==> src/rtl/move_validator.sv <==
// Piece move/rotation legality checker: tests up to three candidate poses
// (one per clock) against a registered 6x6 occupancy window.
package game_state_pkg;
  // 4x4 shape masks, bit r*4+c, indexed [piece_type][rotation]
  localparam logic [15:0] PIECE_MASK [7][4] = '{
    '{16'h00F0, 16'h4444, 16'h0F00, 16'h2222},  // I
    '{16'h0660, 16'h0660, 16'h0660, 16'h0660},  // O
    '{16'h0072, 16'h0262, 16'h0270, 16'h0232},  // T
    '{16'h0036, 16'h0462, 16'h0360, 16'h0231},  // S
    '{16'h0063, 16'h0264, 16'h0630, 16'h0132},  // Z
    '{16'h0071, 16'h0226, 16'h0470, 16'h0322},  // J
    '{16'h0074, 16'h0622, 16'h0170, 16'h0223}   // L
  };
endpackage

module move_validator #(
  parameter int BOARD_WIDTH  = 10,
  parameter int BOARD_HEIGHT = 20,
  localparam int XW = $clog2(BOARD_WIDTH),
  localparam int YW = $clog2(BOARD_HEIGHT)
) (
  input  logic            clk,
  input  logic            reset_n,
  input  logic            req_valid,
  output logic            req_ready,
  input  logic [2:0]      move_cmd,
  input  logic [2:0]      piece_type,
  input  logic [1:0]      piece_rot,
  input  logic [XW-1:0]   piece_x,
  input  logic [YW-1:0]   piece_y,
  input  logic [5:0][5:0] window,
  output logic            resp_valid,
  input  logic            resp_ready,
  output logic            resp_ok,
  output logic            resp_lock,
  output logic [XW-1:0]   new_x,
  output logic [YW-1:0]   new_y,
  output logic [1:0]      new_rot
);
  localparam logic [2:0] CMD_LEFT = 3'd1, CMD_RIGHT = 3'd2, CMD_DOWN = 3'd3,
                         CMD_CW = 3'd4, CMD_CCW = 3'd5;

  typedef enum logic [1:0] {IDLE, CHECK, RESP} state_t;
  state_t state;

  logic [2:0]      cmd_q, type_q;
  logic [1:0]      rot_q, idx;
  logic [XW-1:0]   x_q;
  logic [YW-1:0]   y_q;
  logic [5:0][5:0] win_q;

  // registered result of the previously tested candidate
  logic            p_vld, p_hit, p_lock, p_last, p_dxn, p_dxp, p_dy;
  logic [1:0]      p_rot;

  logic            illegal, is_rot, dxn, dxp, dy, guard, wcoll, coll, lock_c, last;
  logic [1:0]      cand_rot;
  logic [15:0]     mask;
  logic [2:0]      ix, iy;
  logic [XW-1:0]   nx;
  logic [YW-1:0]   ny;

  assign req_ready = (state == IDLE);
  assign illegal   = (cmd_q > CMD_CCW) || (type_q == 3'd7);
  assign is_rot    = (cmd_q == CMD_CW) || (cmd_q == CMD_CCW);
  assign cand_rot  = (cmd_q == CMD_CW) ? rot_q + 2'd1 :
                     (cmd_q == CMD_CCW) ? rot_q - 2'd1 : rot_q;
  // rotation kicks: idx 0 -> dx=0, 1 -> dx=-1, 2 -> dx=+1
  assign dxn   = (cmd_q == CMD_LEFT)  || (is_rot && idx == 2'd1);
  assign dxp   = (cmd_q == CMD_RIGHT) || (is_rot && idx == 2'd2);
  assign dy    = (cmd_q == CMD_DOWN);
  assign guard = (dxn && x_q == '0) || (dxp && (&x_q)) || (dy && (&y_q));
  assign mask  = illegal ? 16'h0 : game_state_pkg::PIECE_MASK[type_q][cand_rot];

  always_comb begin
    wcoll = 1'b0;
    ix    = '0;
    iy    = '0;
    for (int c = 0; c < 4; c++) begin
      for (int r = 0; r < 4; r++) begin
        ix = 3'(1 + c) + (dxp ? 3'd1 : 3'd0) - (dxn ? 3'd1 : 3'd0);
        iy = 3'(1 + r) + (dy ? 3'd1 : 3'd0);
        if (mask[4'(r * 4 + c)] && win_q[ix][iy]) wcoll = 1'b1;
      end
    end
  end

  assign coll   = illegal || guard || wcoll;
  assign lock_c = !illegal && !guard && wcoll && dy;
  assign last   = illegal || !is_rot || (idx == 2'd2);
  assign nx     = p_dxn ? x_q - XW'(1) : p_dxp ? x_q + XW'(1) : x_q;
  assign ny     = p_dy ? y_q + YW'(1) : y_q;

  always_ff @(posedge clk or negedge reset_n) begin
    if (!reset_n) begin
      state      <= IDLE;
      cmd_q      <= '0;
      type_q     <= '0;
      rot_q      <= '0;
      x_q        <= '0;
      y_q        <= '0;
      win_q      <= '0;
      idx        <= '0;
      p_vld      <= 1'b0;
      p_hit      <= 1'b0;
      p_lock     <= 1'b0;
      p_last     <= 1'b0;
      p_dxn      <= 1'b0;
      p_dxp      <= 1'b0;
      p_dy       <= 1'b0;
      p_rot      <= '0;
      resp_valid <= 1'b0;
      resp_ok    <= 1'b0;
      resp_lock  <= 1'b0;
      new_x      <= '0;
      new_y      <= '0;
      new_rot    <= '0;
    end else begin
      case (state)
        IDLE: if (req_valid) begin
          cmd_q  <= move_cmd;
          type_q <= piece_type;
          rot_q  <= piece_rot;
          x_q    <= piece_x;
          y_q    <= piece_y;
          win_q  <= window;
          idx    <= '0;
          p_vld  <= 1'b0;
          state  <= CHECK;
        end
        CHECK: begin
          if (p_vld && !p_hit) begin
            resp_valid <= 1'b1;
            resp_ok    <= 1'b1;
            resp_lock  <= 1'b0;
            new_x      <= nx;
            new_y      <= ny;
            new_rot    <= p_rot;
            state      <= RESP;
          end else if (p_vld && p_last) begin
            resp_valid <= 1'b1;
            resp_ok    <= 1'b0;
            resp_lock  <= p_lock;
            new_x      <= x_q;
            new_y      <= y_q;
            new_rot    <= rot_q;
            state      <= RESP;
          end else begin
            p_vld  <= 1'b1;
            p_hit  <= coll;
            p_lock <= lock_c;
            p_last <= last;
            p_dxn  <= dxn;
            p_dxp  <= dxp;
            p_dy   <= dy;
            p_rot  <= cand_rot;
            idx    <= idx + 2'd1;
          end
        end
        RESP: if (resp_ready) begin
          resp_valid <= 1'b0;
          state      <= IDLE;
        end
        default: state <= IDLE;
      endcase
    end
  end
endmodule
==> config.mk <==
export PLATFORM = sky130hd
export DESIGN_NAME = move_validator
export DESIGN_NICKNAME = d
export VERILOG_FILES = /design/src/rtl/move_validator.sv
export SDC_FILE = /design/constraint.sdc
export NUM_CORES = 1
export LEC_CHECK = 0
export CELL_PAD_IN_SITES_DETAIL_PLACEMENT = 2
export CELL_PAD_IN_SITES_GLOBAL_PLACEMENT = 2
export CORE_MARGIN = 2
export CORE_UTILIZATION = 34
export CTS_BUF_LIST = sky130_fd_sc_hd__clkbuf_4
export CTS_CLUSTER_SIZE = 40
export DETAILED_ROUTE_END_ITERATION = 6
export PLACE_DENSITY_LB_ADDON = 0.08
export SYNTH_ARGS = -nofsm -noshare
export SYNTH_HDL_FRONTEND = slang
export SYNTH_SLANG_ARGS = --single-unit
==> constraint.sdc <==
create_clock -name clk -period 3.6 [get_ports clk]
set_input_delay 0.72 -clock clk [delete_from_list [all_inputs] [get_ports clk]]
set_output_delay 0.72 -clock clk [all_outputs]
set_load 0.1 [all_outputs]
== Word level (Yosys, flattened, before mapping) ==
Memories as Yosys holds them, arrays and structs flattened.
Index checks and enable logic that the tools add are counted.

* Magnitude comparators: 9
* Mux-type cells: 73
* Bitwise operators: 4
* Reductions and logical operators: 45
* Equal/unequal tests: 15
* Add/subtract/negate cells: 16

{| class="wikitable"
|+ Operator list
! kind !! count
|-
| 64-bit two-way mux || 2
|-
| 6-bit binary-select mux with 3-bit select || 4
|-
| 16-bit binary-select mux with 2-bit select || 1
|-
| 1-bit two-way mux || 29
|-
| 1-bit binary-select mux with 3-bit select || 8
|-
| 3-bit by 4-bit < comparator with 1-bit output (second input constant) || 6
|-
| 6-bit two-way mux || 4
|-
| 8-bit two-way mux || 3
|-
| 2-bit two-way mux || 11
|-
| 1-bit logical AND || 18
|-
| 4-bit two-way mux || 4
|-
| 5-bit two-way mux || 3
|-
| 1-bit logical OR || 10
|-
| 2-bit by 3-bit adder with 3-bit output (first input constant) || 3
|-
| 3-bit equality test (second input constant) || 3
|-
| 3-bit AND reduction || 3
|-
| 3-bit subtractor || 3
|-
| 2-bit != test (second input constant) || 4
|-
| 4-bit AND reduction || 2
|-
| 1-bit by 3-bit adder with 3-bit output (first input constant) || 2
|-
| 3-bit by 2-bit equality test with 1-bit output (second input constant) || 2
|-
| 2-bit one-hot mux with 3 select lines || 1
|-
| 2-bit nonzero test || 3
|-
| 5-bit by 1-bit adder with 5-bit output (second input constant) || 1
|-
| other kinds (23) || 32
|}

* Word-level logic and storage cells: 190
* Output and inout bits: 15
* Memory bits (read-only): 512
* Bits of input ports: 57
* Memories kept: 1
* Bits in registers: 80

{| class="wikitable"
|+ Memories
! memory !! depth !! bits a word !! rd ports !! clocked after memory_dff !! wr ports !! RTL line !! RTL
|-
| (name not given) || 8 || 64 || 1 || 0 || 0 || 73 || <nowiki>assign mask = illegal ? 16'h0 : game_state_pkg::PIECE_MASK[type_q][cand_rot];</nowiki>
|}

== Depth between registers and ports, before layout ==
Gate-level depths: netlist of run 1.

* Depth in word-level cells: 22
* Mapped depth: 14
* Mapped depth without buffers: 13

== Least setup slack after synthesis of run 1 ==
No wires, ideal clock.

* Kind: reg-to-reg
* Start point: reg state[1]
* End point: reg cmd_q[0]
* Stages on the path, launching flop included: 6
* Arrival: 2876 ps
* Slack: 599 ps
* Library setup time: 125 ps
* Data required time: 3475 ps
* Clock period less this slack: 3001 ps
* Buffers on the path: 2
* Path through: dfrtp_1 > nor2_1 > and2_1 > clkbuf_1 > clkbuf_1 > mux2_2

* Cells in the longest elaborated chain, start to end: 2

{| class="wikitable"
|+ Ends and longest elaborated chain
! element !! RTL line !! RTL
|-
| start, declared || 44 || <nowiki>state_t state;</nowiki>
|-
| start signal, assigned || 96 || <nowiki>state <= IDLE;</nowiki>
|-
| start signal, assigned || 129 || <nowiki>state <= CHECK;</nowiki>
|-
| start signal, assigned || 139 || <nowiki>state <= RESP;</nowiki>
|-
| 2-bit logical NOT || -- ||
|-
| via req_ready || 25 || <nowiki>output logic req_ready,</nowiki>
|-
| 2-bit AND reduction (no source line) || -- ||
|-
| end signal, assigned || 121 || <nowiki>cmd_q <= move_cmd;</nowiki>
|-
| end, declared || 46 || <nowiki>logic [2:0] cmd_q, type_q;</nowiki>
|}

The timed path passes the listed nets, and every way through them passes these cells.
A chain may end at the register's enable or synchronous reset.

== Final worst setup path of run 1 ==
* Start point: reg idx[1]
* End point: reg p_hit

* Elaborated cells on any way between the ends: 62
* Classes of those cells: add/sub (8); eq/ne (2); mux (34); reduce/logical (18)

{| class="wikitable"
|+ RTL lines
! element !! RTL line !! RTL
|-
| start, declared || 47 || <nowiki>logic [1:0] rot_q, idx;</nowiki>
|-
| start signal, assigned || 157 || <nowiki>idx <= idx + 2'd1;</nowiki>
|-
| 2-bit by 1-bit equality test with 1-bit output * || 69 || <nowiki>assign dxn = (cmd_q == CMD_LEFT) || (is_rot && idx == 2'd1);</nowiki>
|-
| 1-bit logical AND * || 69 ||
|-
| 1-bit logical OR * || 69 ||
|-
| via dxn || 56 || <nowiki>logic illegal, is_rot, dxn, dxp, dy, guard, wcoll, coll, lock_c, last;</nowiki>
|-
| 1-bit two-way mux || -- ||
|-
| 3-bit subtractor || -- ||
|-
| 6-bit binary-select mux with 3-bit select || -- ||
|-
| 6-bit two-way mux || -- ||
|-
| 1-bit binary-select mux with 3-bit select || 83 || <nowiki>if (mask[4'(r * 4 + c)] && win_q[ix][iy]) wcoll = 1'b1;</nowiki>
|-
| 1-bit two-way mux (implied by the code) || 83 ||
|-
| 1-bit logical AND || 83 ||
|-
| 1-bit two-way mux (8 in a row) || 83 ||
|-
| 1-bit logical OR * || 88 || <nowiki>assign coll = illegal || guard || wcoll;</nowiki>
|-
| end signal, assigned || 150 || <nowiki>p_hit <= coll;</nowiki>
|-
| end, declared || 53 || <nowiki>logic p_vld, p_hit, p_lock, p_last, p_dxn, p_dxp, p_dy;</nowiki>
|}

The timed path passes the listed nets; every way through them passes the cells marked *. The select of a mux whose other input is x is not followed.

==> results of run 1 <==
==> layout by cell type (no fill, tap or decap), types with 8 or more instances in the layout <==
| cell | count |
|---|---|
| o21ai_0 | 25 |
| clkdlybuf4s50_1 | 51 |
| nand3_1 | 11 |
| mux4_2 | 9 |
| inv_1 | 11 |
| nor2_1 | 17 |
| dfrtp_1 | 62 |
| mux2_2 | 37 |
| nand2_1 | 39 |
| mux2i_1 | 11 |
| clkbuf_4 | 10 |
| a21oi_1 | 12 |
| ha_1 | 8 |
==> per-layer routing <==
layer	track usage (%)	part of all wire [%]	up-vias
li1	-	-	1264
met5	0	0	-
met3	2.721	2.7	11
met2	27.56	47	41
met1	24.37	48	1391
met4	6.381	1.6	0
==> worst register-to-register path, cell delays in order (launching register included) <==
cell and delay (ps):
dfrtp_1 400, inv_1 80, ha_1 140, mux2i_1 60, nor2_1 290, inv_1 90, ha_2 480, mux4_2 580
nand3_1 110, a21oi_1 110, a2111oi_2 370, o21ai_1 160, o31ai_1 110, a31oi_1 120
==> flip-flops by register name (all words and copies together) (netlist names), 2 cells and up <==
name	cells
new_rot	2
rot_q	2
new_y	5
x_q	4
idx	2
new_x	4
state	2
p_rot	2
type_q	3
cmd_q	3
y_q	5
win_q	18
==> final cells by class <==
type                            instances  area (µm²)  share of cell area, %
Clock inverter                          6       38.79                 0.9153
Tap cell                              136       170.2                  4.015
Sequential cell                        62        1551                  36.61
Timing Repair Buffer                   57       553.0                  13.05
Clock buffer                           10       75.07                  1.771
Inverter                               11       41.29                 0.9743
Multi-Input combinational cell        235        1808                  42.66
==> worst max-delay path by stage <==
stage,from,to,depth (start not counted)
5_1_grt,idx[1]$_DFFE_PN0P_,p_hit$_DFFE_PN0P_,13
4_1_cts,idx[1]$_DFFE_PN0P_,p_hit$_DFFE_PN0P_,13
3_5_place_dp,idx[1]$_DFFE_PN0P_,p_hit$_DFFE_PN0P_,13
6_report,idx[1]$_DFFE_PN0P_,p_hit$_DFFE_PN0P_,13
3_3_place_gp,idx[1]$_DFFE_PN0P_,p_hit$_DFFE_PN0P_,13
2_1_floorplan,state[1]$_DFFE_PN0P_,cmd_q[0]$_DFFE_PN0P_,5
==> logic make-up (layout without fill, tap and decap cells) <==
| family | after synthesis | after routing | share of synthesized area (%) |
|---|---|---|---|
| AND/OR/NAND/NOR | 99 | 99 | 13.61 |
| flip-flops | 62 | 62 | 44.40 |
| AO/OA/AOI/OAI | 58 | 58 | 10.20 |
| multiplexers | 57 | 57 | 20.87 |
| buffers and inverters | 32 | 84 | 3.938 |
| XOR/XNOR | 12 | 12 | 3.760 |
| adder cells (fa/ha/maj) | 9 | 9 | 3.222 |
==> stage by stage <==
stage               setup slack [ps]  util, %
floorplan                      598.8        -
global placement               345.5    40.65
detailed placement             280.2    40.65
CTS                            247.9    41.77
global route                   83.88    41.80
finish                         370.3    41.80
==> timing repair <==
item,in CTS,in global routing
hold buffers,0,0
setup endpoints to repair,0,2
resized for setup,0,1
==> results.toml, run 1 <==
[run_status]
outcome = "finished, final reports clean"

[final_layout]
fill_cells = 1063
drive_gt1_share_pct = 18.90
fin_area_um2 = 4238
antenna_cells = 0
nets = 442
syn_to_final_growth_pct = 21.27
instances_no_fill = 517

[drt]
avgViaCountPerCell = 5.236
firstDrtPassIters = 4
routed_wirelength_um = 9074
ant_nets = 0
wl_per_cell_um = 17.55
vias = 2707
drcViolationCount = 0
drt_iter0_markers = 47

[global_routing]
grt_pass1_vias = 2919
grt_pass1_wl_um = 15270
antenna_found_initial = 0
gr-total-overflow = 0
grt_start_max_net_pins = 43
globalRouteTotalUtil_pct = 17.50

[sta]
hold_viol_final = 0
rsz0062_at_grt = "no"
skew_ps = 17.15
finalSetupViolCount = 0
fin_hold_ws_ps = 270.5
drv_slew = 0
layout_min_cycle_time_ps = 3230
tightestPinTransition_ps = 973.7
totalNegativeSetupSlack_ps = 0
period_share_pct = 89.71
clock.fmax_mhz = 309.6
max_slew_margin_pct = 34.88

[place]
dp.cells = 501
hpwl_um = 6588
gp_congestion = 0.7898
portBuffers = 53
dpl_cell_area_um2 = 4121

[logic_synthesis]
synthFlopType = "dfrtp_1"
seq_area_frac_synth_pct = 44.40
synth-edff-count = 0
synth.top_cells.by_area = "dfrtp_1, mux2_2, mux4_2, nand2_1, o21ai_0"
ys_seq_elements = 62
syn_inst = 329
synth_top_area_share_pct = 44.40
yosysWarnings = 0
async_reset_ff_share_pct = 100.0
synth.distinct_cells = 51
mappedNetlistArea_um2 = 3495
yosys.area.top_type = "dfrtp_1"
synth_nets = 395
avgSynthCellArea_um2 = 10.62
yosys-top-cells-count = "dfrtp_1, nand2_1, mux2_2, o21ai_0, nor2_1"
yosysMostFrequentCell = "dfrtp_1"

[clock_network]
htree_levels = 3
clkLatencyLatePin_ps = 420
cts-buffers-inserted = 9
cts_sinks = 62
cts_root_buf = "clkbuf_4"
cts_tree = "yes"
clk_pin_slew_worst_paths_ps = 120
clockBufferDepth = 2
post_cts.repair.setup_buffers = 0

[run]
maxCapViolations = 0

[critical_path]
crit_fanout = 7
r2r_cells = 13
worstSetupEndpointType = "flip-flop"
cp.required_ps = 3890
critPathMostFrequentCell = "inv_1"
r2r_slack_ps = 370
path_cells = "inv_1, ha_1, mux2i_1, nor2_1, inv_1, ha_2, mux4_2, nand3_1, a21oi_1, a2111oi_2, o21ai_1, o31ai_1, a31oi_1"
cp_top_family = "compound AO/OA/AOI/OAI gates"
timing.rr.end = "p_hit$_DFFE_PN0P_"
r2r_start = "idx[1]$_DFFE_PN0P_"
critPathMaxStageDelay_ps = 580
cp_slowest_cell = "mux4_2"
arrival_ps = 3520
path_class = "reg -> reg"
crit_buf_inv = 2
start_kind = "flip-flop"

[floorplan]
die_y_um = 105.4
die_width_um = 105.4
num_rows = 37
core_um2 = 10140
die_area_um2 = 11100
num_io_pins = 72
initial_core_util_pct = 34.47

[worst_hold_path]
hp-class = "in -> async"
Power of run 1 is not shown: default switching activity piles up to over one toggle a cycle in this logic, so the estimate is an artifact.
==> run 2, diff against run 1 <==
Settings changed: CTS_CLUSTER_SIZE 40 to 20.
==> results of run 2 <==
Final layout, timing and power as in run 1 (identical DEF).
Power of run 2 is left out for the same reason.
